$ cat config.mk
export PLATFORM = sky130hd
export DESIGN_NAME = class_score_engine
export DESIGN_NICKNAME = d
export VERILOG_FILES = /design/src/rtl/class_score_engine_pkg.sv /design/src/rtl/class_mac_lane.sv /design/src/rtl/class_score_engine.sv
export SDC_FILE = /design/constraint.sdc
export NUM_CORES = 1
export LEC_CHECK = 0
export ABC_AREA = 1
export BUFFER_PORTS_ARGS = -buffer_cell sky130_fd_sc_hd__buf_2
export CORE_MARGIN = 5
export CORE_UTILIZATION = 60
export CTS_CLUSTER_DIAMETER = 100
export DETAILED_ROUTE_END_ITERATION = 10
export HOLD_SLACK_MARGIN = 0.08
export PLACE_DENSITY = 0.75
export SYNTH_ARGS = -nofsm -noshare
export SYNTH_HDL_FRONTEND = slang
export SYNTH_SLANG_ARGS = --single-unit
$ cat constraint.sdc
create_clock -name clk -period 7.88 [get_ports clk]
set_input_delay 1.576 -clock clk [delete_from_list [all_inputs] [get_ports clk]]
set_output_delay 1.576 -clock clk [all_outputs]
set_load 0.01 [all_outputs]
$ cat src/rtl/class_score_engine_pkg.sv
// class_score_engine_pkg: shared class indices, FSM state encoding and default widths
// for the gesture class scoring engine.
package class_score_engine_pkg;
   typedef enum logic [1:0] {UP = 2'd0, DOWN = 2'd1, LEFT = 2'd2, RIGHT = 2'd3} class_e;
   typedef logic [2:0] state_t;
   localparam state_t S_IDLE   = 3'd0;
   localparam state_t S_SWEEP  = 3'd1;
   localparam state_t S_DRAIN  = 3'd2;
   localparam state_t S_ARGMAX = 3'd3;
   localparam state_t S_DONE   = 3'd4;
   localparam int DEF_NUM_CLASSES = 4;
   localparam int DEF_NUM_CELLS   = 1280;
   localparam int DEF_COUNT_BITS  = 8;
   localparam int DEF_WEIGHT_BITS = 8;
   localparam int DEF_ACC_BITS    = 24;
endpackage

$ cat src/rtl/class_mac_lane.sv
// class_mac_lane: one multiply-accumulate lane with a saturating signed accumulator.
// Ports: clk, rst (sync, active high), clr (zero the accumulator), en (accumulate this cycle),
//        count (unsigned voxel count), weight (signed), acc (signed running score).
module class_mac_lane
   import class_score_engine_pkg::*;
#(
   parameter int COUNT_BITS  = DEF_COUNT_BITS,
   parameter int WEIGHT_BITS = DEF_WEIGHT_BITS,
   parameter int ACC_BITS    = DEF_ACC_BITS
) (
   input  logic                          clk,
   input  logic                          rst,
   input  logic                          clr,
   input  logic                          en,
   input  logic [COUNT_BITS-1:0]         count,
   input  logic signed [WEIGHT_BITS-1:0] weight,
   output logic signed [ACC_BITS-1:0]    acc
);
   localparam int PROD_BITS = COUNT_BITS + 1 + WEIGHT_BITS;
   // one guard bit above the wider operand so the sum never overflows before clamping
   localparam int SUM_BITS  = (ACC_BITS > PROD_BITS ? ACC_BITS : PROD_BITS) + 1;
   localparam logic signed [SUM_BITS-1:0] MAXV = {{(SUM_BITS-ACC_BITS+1){1'b0}}, {(ACC_BITS-1){1'b1}}};
   localparam logic signed [SUM_BITS-1:0] MINV = {{(SUM_BITS-ACC_BITS+1){1'b1}}, {(ACC_BITS-1){1'b0}}};
   logic signed [PROD_BITS-1:0] prod;
   logic signed [SUM_BITS-1:0]  sum;
   logic signed [ACC_BITS-1:0]  sat;
   always_comb begin
      // count is zero-extended so it is always treated as non-negative
      prod = PROD_BITS'($signed({1'b0, count})) * PROD_BITS'(weight);
      sum  = SUM_BITS'(acc) + SUM_BITS'(prod);
      sat  = sum > MAXV ? MAXV[ACC_BITS-1:0] : sum < MINV ? MINV[ACC_BITS-1:0] : sum[ACC_BITS-1:0];
   end
   always_ff @(posedge clk)
      if (rst || clr) acc <= '0;
      else if (en) acc <= sat;
endmodule

$ cat src/rtl/class_score_engine.sv
// class_score_engine: sweeps all voxel cells, scores every gesture class in parallel and
// reports the arg-max class.
// Ports: clk, rst (sync, active high), start (begin a sweep), busy (not idle),
//        rd_en/cell_addr (shared read to voxel buffer and weight ROMs),
//        voxel_count/weights (read data, one cycle after rd_en),
//        result_valid (one-cycle pulse), result_class/result_score (held winner).
module class_score_engine
   import class_score_engine_pkg::*;
#(
   parameter int NUM_CLASSES = DEF_NUM_CLASSES,
   parameter int NUM_CELLS   = DEF_NUM_CELLS,
   parameter int COUNT_BITS  = DEF_COUNT_BITS,
   parameter int WEIGHT_BITS = DEF_WEIGHT_BITS,
   parameter int ACC_BITS    = DEF_ACC_BITS
) (
   input  logic                               clk,
   input  logic                               rst,
   input  logic                               start,
   output logic                               busy,
   output logic                               rd_en,
   output logic [$clog2(NUM_CELLS)-1:0]       cell_addr,
   input  logic [COUNT_BITS-1:0]              voxel_count,
   input  logic [NUM_CLASSES*WEIGHT_BITS-1:0] weights,
   output logic                               result_valid,
   output logic [$clog2(NUM_CLASSES)-1:0]     result_class,
   output logic signed [ACC_BITS-1:0]         result_score
);
   localparam int AW = $clog2(NUM_CELLS);
   localparam int CW = $clog2(NUM_CLASSES);
   localparam logic [AW-1:0] LAST_CELL  = AW'(NUM_CELLS - 1);
   localparam logic [CW-1:0] LAST_CLASS = CW'(NUM_CLASSES - 1);
   state_t                     state;
   logic [AW-1:0]              cnt;
   logic                       dv;
   logic [CW-1:0]              idx;
   logic [CW-1:0]              b_cls;
   logic signed [ACC_BITS-1:0] b_sc;
   logic signed [ACC_BITS-1:0] acc [NUM_CLASSES];
   logic                       take;
   logic [CW-1:0]              n_cls;
   logic signed [ACC_BITS-1:0] n_sc;
   assign busy         = state != S_IDLE;
   assign rd_en        = state == S_SWEEP;
   assign cell_addr    = cnt;
   assign result_valid = state == S_DONE;
   genvar k;
   generate
      for (k = 0; k < NUM_CLASSES; k++) begin : g_lane
         class_mac_lane #(
            .COUNT_BITS (COUNT_BITS),
            .WEIGHT_BITS(WEIGHT_BITS),
            .ACC_BITS   (ACC_BITS)
         ) u_lane (
            .clk   (clk),
            .rst   (rst),
            .clr   (state == S_IDLE && start),
            .en    (dv),
            .count (voxel_count),
            .weight(weights[k*WEIGHT_BITS +: WEIGHT_BITS]),
            .acc   (acc[k])
         );
      end
   endgenerate
   // class 0 seeds the scan so negative scores still compete; later classes win only when strictly greater
   always_comb begin
      take  = idx == '0 || acc[idx] > b_sc;
      n_cls = take ? idx : b_cls;
      n_sc  = take ? acc[idx] : b_sc;
   end
   always_ff @(posedge clk) begin
      if (rst) begin
         state        <= S_IDLE;
         cnt          <= '0;
         dv           <= 1'b0;
         idx          <= '0;
         b_cls        <= '0;
         b_sc         <= '0;
         result_class <= '0;
         result_score <= '0;
      end else begin
         dv <= state == S_SWEEP;
         case (state)
            S_IDLE: if (start) begin
               state <= S_SWEEP;
               cnt   <= '0;
            end
            S_SWEEP: begin
               cnt <= cnt == LAST_CELL ? '0 : cnt + AW'(1);
               if (cnt == LAST_CELL) state <= S_DRAIN;
            end
            S_DRAIN: begin
               state <= S_ARGMAX;
               idx   <= '0;
            end
            S_ARGMAX: begin
               b_cls <= n_cls;
               b_sc  <= n_sc;
               idx   <= idx + CW'(1);
               if (idx == LAST_CLASS) begin
                  state        <= S_DONE;
                  result_class <= n_cls;
                  result_score <= n_sc;
               end
            end
            S_DONE:  state <= S_IDLE;
            default: state <= S_IDLE;
         endcase
      end
   end
endmodule
---- Yosys cells after proc, flatten, opt, wreduce, memory -nomap -nowiden ----
Cells that the tools add are included.
storage, ports and cells
  flip-flop bits (word level) ............. 165
  latch bits .............................. 0
  output and inout bits ................... 40
  bits of input ports ..................... 43
  memory bits (read-only) ................. 0
  memories ................................ 0
  memory bits (writable) .................. 0
cells by class
  divide/modulo/power cells ............... 0
  $mul .................................... 4
  add/sub/neg operators ................... 6
  equal/unequal tests ..................... 9
  $lt $le $gt $ge ......................... 10
  reduce and logical (&&, ||, !) cells .... 11
  mux-type cells .......................... 21
  bitwise operators ....................... 1
  shift operators ......................... 0
operator list
  cell                     number
  $mux W24                 11
  $add A24 B17 Y25         4
  $gt A25 B24 Y1 const B   4
  $lt A25 B24 Y1 const B   4
  $mul A9 B8 Y17           4
  $bmux W24 S2             1
  $gt A24 B24 Y1           1
  $mux W11                 2
  $pmux W11 S2             1
  $pmux W3 S4              1
  $add A11 B1 Y11 const B  1
  $eq A11 B11 Y1 const B   1
  $mux W3                  3
  $eq A3 B2 Y1 const B     2
  $ne A2 B2 Y1 const B     2
  $pmux W2 S2              1
  $reduce_and A2 Y1        2
  $reduce_bool A2 Y1       2
  $eq A3 B1 Y1 const B     1
  $eq A3 B3 Y1 const B     1
  $ge A3 B3 Y1 const B     1
  $logic_not A3 Y1         1
  $not A2 Y3               1
  $reduce_and A3 Y1        1
  8 further kinds          9

---- Depth between registers and ports, before layout ----
  depth after elaboration ................. 7
  gate-level depth with buffers ........... 27
  mapped depth without buffers ............ 24

---- Hierarchy ----
Synthesis repeated with hierarchy kept, for this count alone.
unflattened totals
  cell total of the unflattened synthesis .. 3263
  area, all modules ....................... 23637.7 sq um
modules (own cells, without submodules)
  module                              seq. area each (sq um)  cells an instance  times used  area an instance (sq um)
  class_score_engine                  1381.3                  705                1           4855.9
  class_mac_lane at g_lane[3].u_lane  480.5                   644                1           4797.1
  class_mac_lane at g_lane[1].u_lane  480.5                   650                1           4703.3
  class_mac_lane at g_lane[2].u_lane  480.5                   639                1           4659.5
  class_mac_lane at g_lane[0].u_lane  480.5                   625                1           4621.9

---- Worst setup path before layout ----
No wires, ideal clock.
  path kind ............................... in2reg
  start ................................... input voxel_count[7]
  end ..................................... register g_lane[1].u_lane.acc[10]
  arrival ................................. 6.129 ns
  cell stages on the path ................. 19
  setup time .............................. 0.119 ns
  setup slack ............................. 1.631 ns
  data required time ...................... 7.761 ns
  path buffers ............................ 3
  path through ............................ clkbuf_1 > buf_1 > nand2_1 > fa_1 > inv_1 > fa_1 > fa_1 > fa_1 > fa_1 > ha_1 > a21oi_1 > nand2_1 > nand4_1 > nand3_1 > nand2_1 > nand2_2 > a21oi_4 > buf_6 > a21oi_1
on the way
  cells in the longest elaborated chain, start to end .. 5
  elaborated cells between the ends (all ways) .. 6
  classes of those cells .................. add/sub: 1; mul: 1; order compare: 2; mux: 2
RTL lines
  what                    RTL line                  source
  start: declaration      class_score_engine.sv:22  input logic [COUNT_BITS-1:0] voxel_count,
  $mul A9 B8 Y17 (*)      class_mac_lane.sv:29      prod = PROD_BITS'($signed({1'b0, count})) * PROD_BITS'(weight);
  $add A24 B17 Y25 (*)    class_mac_lane.sv:30      sum = SUM_BITS'(acc) + SUM_BITS'(prod);
  $lt A25 B24 Y1          class_mac_lane.sv:31      sat = sum > MAXV ? MAXV[ACC_BITS-1:0] : sum < MINV ? MINV[ACC_BITS-1:0] : sum[ACC_BITS-1:0];
  $mux W24                class_mac_lane.sv:31
  $mux W24 (*)            class_mac_lane.sv:31
  end signal: assignment  class_mac_lane.sv:35      else if (en) acc <= sat;
  end: declaration        class_mac_lane.sv:17      output logic signed [ACC_BITS-1:0] acc
Every way passes the cells marked *; elsewhere a longest branch is shown, timed or not.
A chain may end at the register's enable or synchronous reset.

---- Worst setup path after layout ----
  start ................................... input voxel_count[3]
  end ..................................... register g_lane[2].u_lane.acc[15]
on the way
  cells in the longest elaborated chain, start to end .. 5
  elaborated cells between the ends (all ways) .. 6
  classes of those cells .................. add/sub: 1; mul: 1; order compare: 2; mux: 2
RTL lines
  what                    RTL line
  $mul A9 B8 Y17 (*)      class_mac_lane.sv:29
  $add A24 B17 Y25 (*)    class_mac_lane.sv:30
  $lt A25 B24 Y1          class_mac_lane.sv:31
  $mux W24                class_mac_lane.sv:31
  $mux W24 (*)            class_mac_lane.sv:31
  end signal: assignment  class_mac_lane.sv:35
  end: declaration        class_mac_lane.sv:17
Marked as above.

==> results by group <==
Clocking
  – TritonCTS clock tree: built
  – Max clock buf depth: 2
  – Setup Fix Bufs, Post-CTS: 0
  – CTS resizes: 0
  – Clock root cell: clkbuf_16
  – Num Clock Sinks: 165
  – H-tree depth: 4
  – Clock-pin slew on the worst setup and hold paths: 70 ps
  – CTS buffer count: 17
  – Clk Latency, worst-skew pair: about 460 ps
  – Hold buffer count at CTS: 0

Floorplan
  – Die ar.: between 40000 and 50000 sq um
  – # IOs: 83
  – FP Rows: 71
  – Die X: around 200 um
  – Die Y: 204 um
  – Starting Density: 60.5%
  – Core box area: 37500 sq um

GRT
  – Total track usage: 30.4%
  – Vias in the first global route: 20900
  – GR Overflow Total: 0
  – Largest net degree at the start of global routing: 81
  – Initial antenna violation count: 6
  – First-pass GRT wire length: 103000 um

Pwr
  – Pwr per Cell Area: 220 nW/um^2
  – Internal power: 2.61 mW
  – Sw Share: ~50%
  – Power share of the clock group: roughly 17%
  – Reg power frac: 17.5%
  – Lkg Pwr: 13.7 nW
  – Worst vdd ir: ~0.00018 V
  – Switching pwr: between 2 and 3 mW
  – Gate power share: 65.1%

Synthesis
  – Netlist cell types: 48
  – Syn_nets: 3775
  – Register area share after synthesis: between 10 and 15%
  – Yosys warnings: 0
  – Avg Cell Area, Syn: 7.12 sq um
  – Yosys reg bits: 165
  – Cells after synthesis: 3185
  – Mapped cell area: 22700 sq um

Drt
  – Drt wl/cell: 16.8 um
  – Routed vias: 20600
  – Antenna-violating nets left: 0
  – WL final: 62400 um
  – Initial DRT Pass Iterations: 6
  – Via/cell ratio: 5.55
  – DRT iter0 DRCs: roughly 1500
  – DRC errors left: 0

Timing
  – Post-route minimum period: 6440 ps
  – Final setup fails: 0
  – Slew headroom: about 16%
  – TNS Setup: 0 ps
  – Tightest Pin Transition: around 1300 ps
  – Count of final max-slew check failures: 0
  – Fin. Hold Viols: 0
  – RSZ-0062 raised after global routing: no
  – Final Cycle Share: 81.7%
  – Skew final: 17.4 ps
  – Max Freq: 0.155 GHz

Job
  – MaxCap Viol Count: 0

Critical path
  – CP Capture Type: flip-flop
  – Critical path class: input port to flip-flop
  – Critical path fanouts, max: 32
  – Worst reg2reg path depth: 19
  – Critical path arrival: about 6800 ps
  – Worst setup SP type: input port
  – RR Endpoint: result_score[15]
  – R2r setup slk: approximately 2800 ps
  – Worst Path Required: 8200 ps
  – Worst setup path end: g_lane[2].u_lane.acc[15]
  – CP startpoint: voxel_count[3]
  – R2r startpoint: idx[1]

Layout
  – Final net count: ~3800
  – Util after Layout: 63.8%
  – Most frequent cells in the layout: 780 x nand2_1, 635 x inv_1, 339 x ha_1
  – Non-Filler Cell Area, Final: 23900 sq um
  – Fill cells: ~3400
  – Ratio of cells with drive above 1 in the final layout: under 10%
  – Most common cell after layout, fill and taps aside: nand2_1
  – Area delta synth->final: 5.48%

Placed design
  – DP Wirelength: 49500 um
  – Buffers added on ports: 82
  – Placed cell area: 23300 sq um
  – Gpl congestion: 0.950

Outcome
  – Status: complete, no violations

Worst hold path
  – Hold crit path type: flip-flop to flip-flop
==> cell usage after synthesis (all sizes together) <==
cell type / instances / area [sq um]
nand4: 17 / 106
o21a: 26 / 195
buf: 17 / 136
o211ai: 4 / 30.0
nand3: 152 / 776
nor3: 19 / 95.1
a221oi: 2 / 17.5
and3: 1 / 6.26
a31oi: 1 / 6.26
a21oi: 223 / 1150
a32oi: 1 / 8.76
xnor2: 24 / 210
nor2: 205 / 863
inv: 649 / 2450
fa: 208 / 4160
clkinv: 1 / 3.75
and2: 2 / 12.5
dfxtp: 165 / 3300
o211a: 3 / 30.0
clkbuf: 101 / 408
o22ai: 14 / 87.6
nor4: 2 / 12.5
nand3b: 12 / 90.1
a211oi: 5 / 37.5
xor2: 35 / 307
o21bai: 9 / 67.6
a21o: 6 / 45.0
ha: 339 / 4240
nand2: 800 / 3070
or2: 4 / 25.0
o21ai: 138 / 702
==> sequential cells by signal, summed over array words and instances, names as in the netlist <==
| register | cells |
|---|---|
| g_lane.u_lane.acc | 96 |
| b_sc | 24 |
| result_score | 24 |
| cell_addr | 11 |
| state | 3 |
| b_cls | 2 |
| idx | 2 |
| result_class | 2 |
| dv | 1 |
==> area by class of cell <==
type                       instances  area [sq um]  area share (%)
tap                              511           639            2.67
inverter                         650          2450            10.3
timing repair buffer              95           508            2.12
antenna                            2          5.00          0.0209
multi-input combinational       2252         16400            68.5
clock buffer                      17           425            1.78
sequential                       165          3300            13.8
clock inverter                    15           203           0.848
==> how the worst min path moves through the flow <==
stage / start / cells past startpoint / end
after floorplan: g_lane[1].u_lane.acc[2] / 2 / g_lane[1].u_lane.acc[2]
after CTS: g_lane[1].u_lane.acc[3] / 2 / g_lane[1].u_lane.acc[3]
after global routing: g_lane[1].u_lane.acc[2] / 2 / g_lane[1].u_lane.acc[2]
after detailed placement: g_lane[1].u_lane.acc[3] / 2 / g_lane[1].u_lane.acc[3]
final: g_lane[1].u_lane.acc[2] / 2 / g_lane[1].u_lane.acc[2]
after global placement: g_lane[1].u_lane.acc[3] / 2 / g_lane[1].u_lane.acc[3]
==> stage by stage <==
step | hold WS (ps) | setup slack (ps) | cells | power, mW
2_1_floorplan | 445 | 1630 | 3185 | 3.56
3_3_place_gp | 455 | 1210 | 3673 | 4.26
3_5_place_dp | 467 | 1060 | 3673 | 4.31
4_1_cts | 476 | 1520 | 3705 | 5.25
5_1_grt | 493 | 1140 | 3707 | 5.79
6_report | 476 | 1440 | 3707 | 5.26
==> power by group through the flow <==
stage | Combinational (mW) | Sequential, mW | Clock, mW
floorplan | 2.64 | 0.917 | 0
global placement | 3.32 | 0.940 | 0
detailed placement | 3.37 | 0.942 | 0
CTS | 3.41 | 0.922 | 0.917
global route | 3.91 | 0.927 | 0.951
finish | 3.43 | 0.923 | 0.915
==> metal layers <==
metal / vias to the layer above / GRT usage, % / routed length, um
met5: - / 0 / 41
met4: 8 / 10.5 / 2150
met3: 148 / 4.17 / 4320
met2: 759 / 52.3 / 29900
met1: 9770 / 39.3 / 26000
li1: 9894 / - / -
==> critical path: stages <==
cell and delay, ps:
buf_2 600, nand2_1 190, fa_1 540, fa_1 490
inv_1 50, fa_1 510, fa_1 580, fa_1 420
ha_1 360, nand2_1 110, inv_1 90, nand2_1 80
nor2_2 130, nand3_1 110, nand4_1 130, nand2_2 110
a21oi_4 510, a21oi_1 150
==> cell families after synthesis <==
kind of cell | share of synthesized area (%)
XOR/XNOR | 2.28
AND/OR/NAND/NOR | 22.3
buffers and inverters | 13.2
AO/OA/AOI/OAI | 10.5
flip-flops | 14.6
adder cells (fa/ha/maj) | 37.1
Note: power is estimated with default switching activity, not from simulation.
